$ cat src/rtl/i2c_pkg.sv
// Shared types and constants for the I2C target.
// Optional general-call support: I2C_TARGET_GENERAL_CALL_EN.
package i2c_pkg;

  typedef enum logic [2:0] {
    IDLE,
    ADDR,
    ADDR_ACK,
    WR_DATA,
    WR_ACK,
    RD_DATA,
    RD_ACK,
    IGNORE
  } tgt_state_t;

  localparam logic ACK_LVL  = 1'b0;
  localparam logic NACK_LVL = 1'b1;
  localparam logic SDA_REL  = 1'b1;

  localparam logic [6:0] GC_ADDR = 7'h00;

endpackage

$ cat src/rtl/i2c_sync_edge.sv
// Two-flop synchronizer with one delayed copy
// for rise/fall pulse generation.
module i2c_sync_edge (
  input  logic clk,
  input  logic rst,
  input  logic din,
  output logic level,
  output logic rise,
  output logic fall
);

  logic s1_q, s1_d;
  logic s2_q, s2_d;
  logic prev_q, prev_d;

  always_comb begin
    s1_d   = din;
    s2_d   = s1_q;
    prev_d = s2_q;
  end

  always_ff @(posedge clk) begin
    if (rst) begin
      s1_q   <= 1'b1;
      s2_q   <= 1'b1;
      prev_q <= 1'b1;
    end else begin
      s1_q   <= s1_d;
      s2_q   <= s2_d;
      prev_q <= prev_d;
    end
  end

  assign level = s2_q;
  assign rise  = s2_q & ~prev_q;
  assign fall  = ~s2_q & prev_q;

endmodule

$ cat src/rtl/i2c_target.sv
// I2C target: address match, write sink, read source.
// Define I2C_TARGET_GENERAL_CALL_EN to also accept address 0 writes.
module i2c_target
  import i2c_pkg::*;
#(
  parameter int DATA_WIDTH = 8,
  parameter int ADDR_WIDTH = 7,
  parameter logic [ADDR_WIDTH-1:0] TARGET_ADDR = 7'h42
) (
  input  logic                  clk,
  input  logic                  rst,
  input  logic                  SCL_in,
  input  logic                  SDA_in,
  output logic                  SDA_out,
  output logic [DATA_WIDTH-1:0] rx_data,
  output logic                  rx_valid,
  input  logic                  rx_ready,
  input  logic [DATA_WIDTH-1:0] tx_data,
  input  logic                  tx_valid,
  output logic                  tx_req,
  output logic                  addr_match,
  output logic                  busy
);

  localparam int MAXW  = (ADDR_WIDTH > DATA_WIDTH) ?
                         ADDR_WIDTH : DATA_WIDTH;
  localparam int CNT_W = $clog2(MAXW + 1);

  logic scl_lvl, scl_rise, scl_fall;
  logic sda_lvl, sda_rise, sda_fall;

  i2c_sync_edge u_scl (
    .clk  (clk),
    .rst  (rst),
    .din  (SCL_in),
    .level(scl_lvl),
    .rise (scl_rise),
    .fall (scl_fall)
  );

  i2c_sync_edge u_sda (
    .clk  (clk),
    .rst  (rst),
    .din  (SDA_in),
    .level(sda_lvl),
    .rise (sda_rise),
    .fall (sda_fall)
  );

  tgt_state_t            state_q, state_d;
  logic [CNT_W-1:0]      cnt_q, cnt_d;
  logic [ADDR_WIDTH-1:0] addr_sh_q, addr_sh_d;
  logic [DATA_WIDTH-1:0] rx_sh_q, rx_sh_d;
  logic [DATA_WIDTH-1:0] tx_sh_q, tx_sh_d;
  logic                  rw_q, rw_d;
  logic                  phase_q, phase_d;
  logic                  nack_q, nack_d;
  logic                  sda_out_q, sda_out_d;
  logic [DATA_WIDTH-1:0] rx_data_q, rx_data_d;
  logic                  rx_valid_q, rx_valid_d;
  logic                  tx_req_q, tx_req_d;
  logic                  match_q, match_d;
  logic                  busy_q, busy_d;

  logic                  start_det, stop_det;
  logic                  addr_hit;
  logic [DATA_WIDTH-1:0] nxt_byte;
  logic [DATA_WIDTH-1:0] rx_byte;

  assign start_det = sda_fall & scl_lvl;
  assign stop_det  = sda_rise & scl_lvl;
  assign nxt_byte  = tx_valid ? tx_data : '1;
  assign rx_byte   = {rx_sh_q[DATA_WIDTH-2:0], sda_lvl};

`ifdef I2C_TARGET_GENERAL_CALL_EN
  assign addr_hit = (addr_sh_q == TARGET_ADDR) ||
                    ((addr_sh_q == ADDR_WIDTH'(GC_ADDR)) &&
                     !sda_lvl);
`else
  assign addr_hit = (addr_sh_q == TARGET_ADDR);
`endif

  always_comb begin
    state_d    = state_q;
    cnt_d      = cnt_q;
    addr_sh_d  = addr_sh_q;
    rx_sh_d    = rx_sh_q;
    tx_sh_d    = tx_sh_q;
    rw_d       = rw_q;
    phase_d    = phase_q;
    nack_d     = nack_q;
    sda_out_d  = sda_out_q;
    rx_data_d  = rx_data_q;
    rx_valid_d = 1'b0;
    tx_req_d   = 1'b0;
    match_d    = match_q;
    busy_d     = busy_q;

    if (start_det) begin
      state_d   = ADDR;
      cnt_d     = '0;
      phase_d   = 1'b0;
      sda_out_d = SDA_REL;
      match_d   = 1'b0;
      busy_d    = 1'b1;
    end else if (stop_det) begin
      state_d   = IDLE;
      cnt_d     = '0;
      phase_d   = 1'b0;
      sda_out_d = SDA_REL;
      match_d   = 1'b0;
      busy_d    = 1'b0;
    end else begin
      unique case (state_q)
        IDLE: sda_out_d = SDA_REL;

        ADDR: begin
          if (scl_rise) begin
            if (cnt_q == CNT_W'(ADDR_WIDTH)) begin
              rw_d    = sda_lvl;
              cnt_d   = '0;
              phase_d = 1'b0;
              if (addr_hit) begin
                state_d = ADDR_ACK;
                match_d = 1'b1;
              end else begin
                state_d = IGNORE;
              end
            end else begin
              addr_sh_d = {addr_sh_q[ADDR_WIDTH-2:0], sda_lvl};
              cnt_d     = cnt_q + CNT_W'(1);
            end
          end
        end

        // First SCL fall drives the ACK, the next one closes it.
        ADDR_ACK: begin
          if (scl_fall && !phase_q) begin
            sda_out_d = ACK_LVL;
            phase_d   = 1'b1;
          end else if (scl_fall) begin
            phase_d = 1'b0;
            if (rw_q) begin
              sda_out_d = nxt_byte[DATA_WIDTH-1];
              tx_sh_d   = {nxt_byte[DATA_WIDTH-2:0], 1'b0};
              cnt_d     = CNT_W'(1);
              state_d   = RD_DATA;
            end else begin
              sda_out_d = SDA_REL;
              cnt_d     = '0;
              state_d   = WR_DATA;
            end
          end else if (scl_rise && phase_q && rw_q) begin
            tx_req_d = 1'b1;
          end
        end

        WR_DATA: begin
          if (scl_rise) begin
            rx_sh_d = rx_byte;
            if (cnt_q == CNT_W'(DATA_WIDTH - 1)) begin
              cnt_d   = '0;
              phase_d = 1'b0;
              state_d = WR_ACK;
              nack_d  = !rx_ready;
              if (rx_ready) begin
                rx_data_d  = rx_byte;
                rx_valid_d = 1'b1;
              end
            end else begin
              cnt_d = cnt_q + CNT_W'(1);
            end
          end
        end

        WR_ACK: begin
          if (scl_fall && !phase_q) begin
            sda_out_d = nack_q ? NACK_LVL : ACK_LVL;
            phase_d   = 1'b1;
          end else if (scl_fall) begin
            sda_out_d = SDA_REL;
            phase_d   = 1'b0;
            cnt_d     = '0;
            state_d   = nack_q ? IGNORE : WR_DATA;
          end
        end

        RD_DATA: begin
          if (scl_fall) begin
            if (cnt_q == CNT_W'(DATA_WIDTH)) begin
              sda_out_d = SDA_REL;
              cnt_d     = '0;
              phase_d   = 1'b0;
              state_d   = RD_ACK;
            end else begin
              sda_out_d = tx_sh_q[DATA_WIDTH-1];
              tx_sh_d   = {tx_sh_q[DATA_WIDTH-2:0], 1'b0};
              cnt_d     = cnt_q + CNT_W'(1);
            end
          end
        end

        RD_ACK: begin
          if (scl_rise && !phase_q) begin
            if (sda_lvl == ACK_LVL) begin
              tx_req_d = 1'b1;
              phase_d  = 1'b1;
            end else begin
              state_d = IGNORE;
            end
          end else if (scl_fall && phase_q) begin
            phase_d   = 1'b0;
            sda_out_d = nxt_byte[DATA_WIDTH-1];
            tx_sh_d   = {nxt_byte[DATA_WIDTH-2:0], 1'b0};
            cnt_d     = CNT_W'(1);
            state_d   = RD_DATA;
          end
        end

        IGNORE: sda_out_d = SDA_REL;

        default: begin
          state_d   = IDLE;
          sda_out_d = SDA_REL;
        end
      endcase
    end
  end

  always_ff @(posedge clk) begin
    if (rst) begin
      state_q    <= IDLE;
      cnt_q      <= '0;
      addr_sh_q  <= '0;
      rx_sh_q    <= '0;
      tx_sh_q    <= '0;
      rw_q       <= 1'b0;
      phase_q    <= 1'b0;
      nack_q     <= 1'b0;
      sda_out_q  <= SDA_REL;
      rx_data_q  <= '0;
      rx_valid_q <= 1'b0;
      tx_req_q   <= 1'b0;
      match_q    <= 1'b0;
      busy_q     <= 1'b0;
    end else begin
      state_q    <= state_d;
      cnt_q      <= cnt_d;
      addr_sh_q  <= addr_sh_d;
      rx_sh_q    <= rx_sh_d;
      tx_sh_q    <= tx_sh_d;
      rw_q       <= rw_d;
      phase_q    <= phase_d;
      nack_q     <= nack_d;
      sda_out_q  <= sda_out_d;
      rx_data_q  <= rx_data_d;
      rx_valid_q <= rx_valid_d;
      tx_req_q   <= tx_req_d;
      match_q    <= match_d;
      busy_q     <= busy_d;
    end
  end

  assign SDA_out    = sda_out_q;
  assign rx_data    = rx_data_q;
  assign rx_valid   = rx_valid_q;
  assign tx_req     = tx_req_q;
  assign addr_match = match_q;
  assign busy       = busy_q;

endmodule

$ cat config.mk
export PLATFORM = sky130hd
export DESIGN_NAME = i2c_target
export DESIGN_NICKNAME = d
export VERILOG_FILES = /design/src/rtl/i2c_pkg.sv /design/src/rtl/i2c_sync_edge.sv /design/src/rtl/i2c_target.sv
export SDC_FILE = /design/constraint.sdc
export NUM_CORES = 1
export LEC_CHECK = 0
export CORE_MARGIN = 1.5
export CORE_UTILIZATION = 25
export CTS_BUF_LIST = sky130_fd_sc_hd__clkbuf_8
export CTS_CLUSTER_DIAMETER = 60
export CTS_CLUSTER_SIZE = 14
export DETAILED_ROUTE_END_ITERATION = 7
export GPL_TIMING_DRIVEN = 0
export PLACE_DENSITY = 0.43
export SETUP_SLACK_MARGIN = 0.4
export SLEW_MARGIN = 20
export SYNTH_ARGS = -nofsm -noshare
export SYNTH_HDL_FRONTEND = slang
export SYNTH_SLANG_ARGS = --single-unit
$ cat constraint.sdc
create_clock -name clk -period 1.65 [get_ports clk]
set_input_delay 0.4125 -clock clk [delete_from_list [all_inputs] [get_ports clk]]
set_output_delay 0.4125 -clock clk [all_outputs]
set_load 0.005 [all_outputs]
; Word level (Yosys, flattened, before mapping)
; Cells that the tools add are included.
[word_totals]
wordCells = 183
latchBits = 0
mem_bits_ro = 0
input_bits = 14
ram_bits = 0
out_inout_bits = 13
n_memories = 0
register_bits = 51
[classes]
div_mod_pow = 0
n_reduce_logical = 32
bitwise = 15
n_mul = 0
order_cmp = 0
n_mux = 70
n_shift = 0
n_eq_ne = 44
n_addsub = 1
[op_table]
columns = cell, count
row1 = two-way mux 8 bit, 8
row2 = two-way mux 3 bit, 16
row3 = two-way mux 4 bit, 10
row4 = inequality test 4 bit (second input constant), 10
row5 = two-way mux 1 bit, 30
row6 = inequality test 2 bit (second input constant), 14
row7 = AND reduction 13 bit, 2
row8 = one-hot mux 8 bit (3 select lines), 1
row9 = one-hot mux 4 bit (5 select lines), 1
row10 = one-hot mux 3 bit (6 select lines), 1
row11 = AND reduction 5 bit, 3
row12 = equality test 3 bit (second input constant), 4
row13 = inequality test 3 bit (second input constant), 4
row14 = AND reduction 6 bit, 2
row15 = AND reduction 10 bit, 1
row16 = nonzero test 5 bit, 2
row17 = inverter 1 bit, 9
row18 = AND reduction 9 bit, 1
row19 = AND reduction 4 bit, 2
row20 = AND reduction 8 bit, 1
row21 = nonzero test 8 bit, 1
row22 = equality test 7 bit (second input constant), 1
row23 = bitwise AND 1 bit, 6
row24 = equality test 3 x 2 -> 1 bit (second input constant), 2
row25 = 22 further kinds, 30

; Logic depth before layout (Yosys ltp)
; Gate-level depths: netlist (run 1).
[logic_depth]
ltp_word = 8
depth_mapped = 7
mapped_depth_nobuf = 7

; By module
; From an unflattened synthesis (run 1), not the netlist that was laid out.
[hier_totals]
cells_unflattened = 284
hier_area_um2 = 2433.6
[by_module_without_submodules]
columns = module, cells_per_inst, area_each_um2, n_inst, seq_area_each_um2
row1 = i2c_target, 268, 2248.4, 1, 880.8
row2 = i2c_sync_edge, 8, 92.6, 2, 60.1

; Worst setup path after synthesis (run 1)
; No wires, ideal clock.
[synth_timing]
path_type = register to register
startpoint = reg phase_q
endpoint = reg state_q[0]
n_path_buf = 1
t_arrival_ns = 1.683
setup_time_ns = 0.123
required_ns = 1.527
stages_incl_launch_ff = 7
synth_period_minus_slack_ns = 1.807
path_slack_ns = -0.157
cell_sequence = dfxtp_1 > buf_2 > nand2b_1 > or4_4 > o21a_1 > a21boi_2 > mux2_1
[synth_via]
elab_chain_cells = 6
elab_cells_between_ends = 13
cone_classes = 4 x eq/ne / 4 x mux / 5 x reduce/logical
[synth_rtl]
columns = element, line
row1 = start: declaration, i2c_target.sv:56  ; logic phase_q, phase_d;
row2 = start signal: assignment, i2c_target.sv:253  ; phase_q <= phase_d;
row3 = zero test 1 bit, "i2c_target.sv:138, i2c_target.sv:177, i2c_target.sv:204"
row4 = logical AND 1 bit, i2c_target.sv:204  ; if (scl_rise && !phase_q) begin
row5 = two-way mux 3 bit, i2c_target.sv:204
row6 = one-hot mux 3 bit (6 select lines), i2c_target.sv:114  ; unique case (state_q)
row7 = two-way mux 1 bit, i2c_target.sv:106  ; end else if (stop_det) begin
row8 = two-way mux 1 bit, i2c_target.sv:99  ; if (start_det) begin
row9 = end signal: assignment, i2c_target.sv:247  ; state_q <= state_d;
row10 = end: declaration, i2c_target.sv:50  ; tgt_state_t state_q, state_d;
; Parallel ways exist; a longest one is shown, timed or not.
; A chain may end at the register's enable or synchronous reset.

; Final worst setup path (run 1)
; Same ends and word-level chain as after synthesis.

==> summary.txt, run 1 <==
Run status
  – Status: complete, but fails checks
  – Failing checks: negative setup slack

Worst setup path
  – Critical-path top delay cell: or4_4
  – Worst-path cell chain: buf_6 > nand2b_4 > or4_4 > o21a_4 > a21boi_2 > mux2_4
  – Worst reg2reg path depth: 6
  – Worst R2R End: state_q[0]
  – Data required, critical path: 1.86 ns
  – Reg-to-reg startpoint: phase_q
  – Crit start category: flop
  – Register-to-Register Setup Slack: -0.15 ns
  – Crit end category: flop
  – Crit path buffers/inverters: 1
  – Slowest stage delay, CP: 0.43 ns
  – Critical Path AT: 2.01 ns
  – Max FO, Critical Path: 10
  – Setup Crit Path Kind: reg -> reg
  – CP delay by family, top: simple AND/OR/NAND/NOR gates

Yosys
  – Most common cell in the netlist: dfxtp_1
  – Mux contribution to synthesized area: 7.30%
  – Netlist cell types: 63
  – Xor and xnor fraction of the mapped netlist area: 0.705%
  – Seq/Total Area, Yosys: 40.3%
  – Yosys reg bits: 50
  – Syn nets: 301
  – Syn Area/Cell: 8.72 µm²
  – Yosys top cell area share: 40.3%
  – Main synth FF type: dfxtp_1
  – Synth Area in Compound Gates: 21.8%
  – Async SR Flop Fraction: 0%
  – Post-Synth Adder-Cell Area: 1.01%
  – Top post-synthesis cells by area: dfxtp_1 (40%), mux2i_1 (6.8%), a21oi_1 (5.4%)
  – Largest family of logic cells by synthesized area: simple AND/OR/NAND/NOR gates
  – Post-synthesis simple-gate area fraction: 24.0%
  – Post-Syn Area: 2480 µm²
  – Synth cell count leaders: dfxtp_1 (50), nor2_1 (32), a21oi_1 (27), mux2i_1 (17), nand2_1 (15)
  – Largest area contributor in the netlist: dfxtp_1
  – EDFF count, synth: 0
  – Mapped Cells: 285
  – Synth warn: 0

Route
  – Metal3 WL: 196 µm
  – Initial DRC Count: 56
  – Uppermost layer routed: met4
  – TritonRoute pass-1 iters: 4
  – Routed len/inst: 14.4 µm
  – Drt drc: 0
  – Final wirelength: 6920 µm
  – Vias: 2309
  – Routed Antenna Nets: 0
  – WL met1: 3390 µm
  – Via-to-Cell Ratio: 4.80
  – WL met2: 3260 µm

Hold path
  – Worst Hold Class: reg -> reg
  – Hold_sp: u_scl.s1_q
  – Min-Delay Endpoint: u_scl.level
  – Hold path depth: 1

STA
  – Final worst setup slack: -0.154 ns
  – Slew Limit Headroom: 62.3%
  – Slew @ Worst Pin: 0.565 ns
  – Final Hold Fails: 0
  – Fmax: 0.554 GHz
  – Fin Clk Skew: 0.00761 ns
  – Final-report setup violation count: 6
  – Slew Limit Fails: 0
  – Tmin final: 1.80 ns
  – Final cycle utilization of the critical path: 109%
  – RSZ-0062 raised after global routing: yes

GRT
  – GRT Total Usage: 14.2%
  – First-pass GRT wire length: 11400 µm
  – Congestion Overflow GR: 0
  – Largest net degree at the start of global routing: 17
  – Vias in the first global route: 2200
  – Initial antenna violation count: 0

Clocking
  – CTS Root Cell: clkbuf_8
  – Number of hold buffers added after cts: 0
  – Clock Sinks: 50
  – H-tree levels: 2
  – Clock transition at path regs: 0.10 ns
  – CTS tree: done
  – Max Buffers Root-to-Sink: 2
  – CTS Buf Count: 5
  – Worst-skew pair later-pin latency: 0.31 ns

Final layout
  – # fillers: 1013
  – Post-route cell area: 3690 µm²
  – # diodes: 0
  – Final nets: 363
  – Layout cells sized above 1: 42.8%
  – Final core utilization: 38.1%
  – Syn-to-layout area delta: 48.4%

Power
  – Power density cells: 1020 nW/µm²
  – Leakage: 1.38 nW
  – VDD IR max: 0.433 mV
  – Pwr Total: 3.76 mW

Place
  – Routability cong.: 0.794
  – HPWL after DPL: 4680 µm
  – Post-DP Area: 2980 µm²
  – IO buf count: 26

Floorplan
  – Chip Width: 103 µm
  – Initial Util: 25.7%
  – Ports: 27
  – Core area: 9680 µm²
  – Site Rows: 36
  – Total die area: 10500 µm²
  – Die Span Y: 103 µm

Flow run
  – Max-Cap Viols: 0
[where the power goes]
| group | switching [mW] | leakage (nW) | internal, mW |
|---|---|---|---|
| logic | 0.758 | 0.902 | 0.687 |
| clock network | 0.449 | 0.0618 | 0.500 |
| registers | 0.0780 | 0.412 | 1.29 |
[layer usage]
metal	vias to the layer above	track usage [%]
li1	1164	-
met1	1111	19.3
met2	27	22.9
met3	7	2.51
met4	0	4.32
met5	-	0
[how the worst max path moves through the flow]
stage,startpoint,end,cells after the start,slack [ns]
floorplan,u_scl.prev_q,state_q[0],5,-0.12
global placement,rst,rx_valid,4,-0.49
detailed placement,rst,busy,4,-0.52
CTS,phase_q,state_q[0],6,-0.16
global route,phase_q,state_q[0],6,-0.21
finish,phase_q,state_q[0],6,-0.15
[sequential cells by signal (all words and copies together), names as in the netlist, 3 cells and up]
| signal | count |
|---|---|
| tx_sh_q | 7 |
| state_q | 3 |
| rx_data | 8 |
| rx_sh_q | 7 |
| addr_sh_q | 7 |
| cnt_q | 4 |
[cell type report]
| cell class | count | area, µm² | area share (%) |
|---|---|---|---|
| sequential | 50 | 1040 | 28.1 |
| clock inverter | 2 | 38.8 | 1.05 |
| inverter | 8 | 32.5 | 0.882 |
| buffer | 18 | 181 | 4.92 |
| multi-input combinational | 209 | 1690 | 45.9 |
| tap | 133 | 166 | 4.51 |
| timing repair buffer | 55 | 457 | 12.4 |
| clock buffer | 6 | 82.6 | 2.24 |
[cells by family after synthesis]
| logic type | after synthesis |
|---|---|
| adders and majority gates | 2 |
| AOI/OAI and AO/OA | 80 |
| buffers and inverters | 26 |
| xor gates and xnor gates | 2 |
| DFF | 50 |
| and+or+nand+nor | 107 |
| muxes | 18 |
[repair_timing]
action,in CTS,in global routing
gates cloned,0,0
endpoints found under the hold margin,0,0
buffers inserted,20,9
pin swaps,11,9
setup endpoints to repair,63,51
gates resized for setup,128,35
[per-stage QoR]
step           setup WS (ns)  cells  TNS (ns)  hold slack (ns)
2_1_floorplan         -0.117    285    -0.117            0.389
3_3_place_gp          -0.491    444     -9.25            0.392
3_5_place_dp          -0.521    444     -9.86            0.401
4_1_cts               -0.159    472    -0.604            0.427
5_1_grt               -0.209    481     -2.01            0.433
6_report              -0.154    481    -0.464            0.420
[placed cells by master (no fill, tap or decap), types with 3 or more instances in the layout]
cell type / n
clkbuf_8: 6
or3_1: 6
inv_1: 5
nand2b_1: 4
nand2b_4: 3
buf_8: 4
dfxtp_2: 14
dfxtp_4: 5
or2_2: 6
o21ai_0: 12
dfxtp_1: 31
nand3_2: 7
buf_6: 18
o2111ai_1: 8
nand3b_1: 6
nand2_1: 11
clkdlybuf4s50_1: 12
buf_2: 13
a21oi_2: 5
a21oi_1: 22
mux2i_1: 17
nor2_1: 29
o21ai_2: 3
buf_4: 21
No activity file was read; power rests on OpenSTA's default activity.
==> run 2: changes to the inputs <==
--- a/config.mk
+++ b/config.mk
@@ -12,7 +12,7 @@
 export CTS_CLUSTER_SIZE = 14
 export DETAILED_ROUTE_END_ITERATION = 7
 export GPL_TIMING_DRIVEN = 0
-export PLACE_DENSITY = 0.43
+export PLACE_DENSITY = 0.42
 export SETUP_SLACK_MARGIN = 0.4
 export SLEW_MARGIN = 20
 export SYNTH_ARGS = -nofsm -noshare
==> constraint.sdc (replaced) <==
create_clock -name clk -period 2 [get_ports clk]
set_input_delay 0.5 -clock clk [delete_from_list [all_inputs] [get_ports clk]]
set_output_delay 0.5 -clock clk [all_outputs]
set_load 0.005 [all_outputs]
==> summary.txt, run 2 (synthesized netlist as in run 1, its figures left out) <==
Floorplan
  – Site Rows: 36
  – Chip Width: 103 µm
  – Total die area: 10500 µm²
  – Die Span Y: 103 µm
  – Core area: 9680 µm²
  – Ports: 27
  – Initial Util: 25.7%

STA
  – Final cycle utilization of the critical path: 90.2%
  – Slew Limit Fails: 0
  – Slew @ Worst Pin: 0.546 ns
  – Fmax: 0.554 GHz
  – Setup tns final: 0 ns
  – RSZ-0062 raised after global routing: yes
  – Final Hold Fails: 0
  – Slew Limit Headroom: 63.6%
  – Tmin final: 1.80 ns
  – Fin Clk Skew: 0.0143 ns
  – Final-report setup violation count: 0

Worst setup path
  – Slowest stage delay, CP: 0.43 ns
  – Crit path from: phase_q
  – Crit start category: flop
  – CP delay by family, top: simple AND/OR/NAND/NOR gates
  – Crit end category: flop
  – Crit path buffers/inverters: 1
  – Worst-path cell chain: buf_6 > nand2b_4 > or4_4 > o21a_4 > a21boi_2 > mux2_4
  – Critical Path AT: 2.01 ns
  – Data required, critical path: 2.20 ns
  – Reg-to-reg startpoint: phase_q
  – Max FO, Critical Path: 3
  – Critical-path top delay cell: or4_4
  – Setup Crit Path Kind: reg -> reg

Final layout
  – # diodes: 0
  – Most common cell after layout, fill and taps aside: nor2_1
  – Post-route cell area: 3550 µm²
  – Most frequent cells in the layout: nor2_1 (31), dfxtp_1 (30), buf_4 (27)
  – Final non-filler cell total: 482
  – Final nets: 364
  – Max FFs per register: 8
  – # fillers: 1033
  – Syn-to-layout area delta: 42.7%
  – Final core utilization: 36.6%
  – Layout cells sized above 1: 34.7%

Power
  – Power density cells: 876 nW/µm²
  – VDD IR max: 0.335 mV
  – Pwr Total: 3.11 mW
  – Leakage: 1.36 nW

Place
  – Placed insts: 444
  – IO buf count: 26
  – HPWL after DPL: 4730 µm
  – Routability cong.: 0.808
  – Post-DP Area: 2930 µm²

Clocking
  – Clock Sinks: 50
  – CTS Buf Count: 5
  – CTS Root Cell: clkbuf_8
  – Max Buffers Root-to-Sink: 2
  – H-tree levels: 2
  – Clock transition at path regs: 0.11 ns
  – Worst-skew pair later-pin latency: 0.32 ns
  – CTS tree: done

GRT
  – Gr busiest metal: met2
  – Vias in the first global route: 2263
  – Largest net degree at the start of global routing: 18
  – GRT met1 Usage: 18.2%
  – First-pass GRT wire length: 11500 µm
  – Initial antenna violation count: 0
  – Met2 global-route usage: 23.4%
  – Congestion Overflow GR: 0
  – Met3 Track Usage GR: 2.44%
  – GRT Total Usage: 14.0%

Route
  – Via-to-Cell Ratio: 4.86
  – Final wirelength: 7180 µm
  – Routed Antenna Nets: 0
  – Vias: 2342
  – Initial DRC Count: 87
  – Routed len/inst: 14.9 µm
  – Drt drc: 0
  – TritonRoute pass-1 iters: 4

Run status
  – Status: finished, final reports clean

Hold path
  – Hold_sp: u_scl.s1_q
  – Worst Hold Class: reg -> reg

Flow run
  – Max-Cap Viols: 0
-- run 2: cell count changes in the layout (fill, tap and decap cells not counted), moves of 2 or more --
cell           change
a21oi_2            -2
buf_2             -11
buf_4              +6
buf_6              -9
buf_8              -2
clkbuf_4           +2
dfxtp_2            +2
dlygate4sd2_1     +13
nand2_1            +2
nand2_4            -2
nand3_1            +7
nand3_2            -7
nor2_1             +2
-- run 2: area by class of cell --
type / instances / area [µm²] / area share [%]
multi-input cells: 209 / 1550 / 43.6
flip-flops and latches: 50 / 1040 / 29.2
repair buffers: 56 / 500 / 14.1
well taps: 133 / 166 / 4.69
plain buffers: 18 / 148 / 4.16
clock buffers: 5 / 68.8 / 1.94
clock inverters: 3 / 48.8 / 1.38
inverters: 8 / 32.5 / 0.917
-- run 2: worst paths after layout --
kind	to	slack (ns)	depth (start not counted)
worst min-delay path	u_scl.level	0.41	1
worst max register to register	state_q[0]	0.20	6
worst max-delay path	state_q[0]	0.20	6
worst min register to register	u_scl.level	0.41	1
-- run 2: per-stage QoR --
step | worst slack [ns] | hold WS, ns
CTS | 0.223 | 0.417
global route | 0.161 | 0.427
floorplan | 0.232 | 0.389
global placement | -0.240 | 0.396
detailed placement | -0.257 | 0.393
finish | 0.195 | 0.414
-- run 2: timing repair --
| action | 4_1_cts | 5_1_grt |
|---|---|---|
| buffers inserted | 23 | 7 |
| gates resized for setup | 65 | 35 |
| pin swaps | 9 | 8 |
| endpoints found under the setup margin | 57 | 43 |
| hold buffers | 0 | 0 |
-- run 2: layer usage --
metal	wire (µm)	up-vias
met4	155	0
met1	3300	1122
met2	3470	44
met5	0	-
met3	254	12
li1	-	1164
-- run 2: where the power goes --
group / leakage (nW) / switching (mW) / internal [mW] / total (mW)
Sequential: 0.413 / 0.0749 / 1.07 / 1.15
Clock: 0.0563 / 0.399 / 0.382 / 0.781
Combinational: 0.886 / 0.612 / 0.569 / 1.18
==> run 3: changes to the inputs <==
--- a/config.mk
+++ b/config.mk
@@ -9,7 +9,6 @@
 export CORE_UTILIZATION = 25
 export CTS_BUF_LIST = sky130_fd_sc_hd__clkbuf_8
 export CTS_CLUSTER_DIAMETER = 60
-export CTS_CLUSTER_SIZE = 14
 export DETAILED_ROUTE_END_ITERATION = 7
 export GPL_TIMING_DRIVEN = 0
 export PLACE_DENSITY = 0.42
==> results of run 3 <==
Final layout, timing and power as in run 2 (identical DEF).
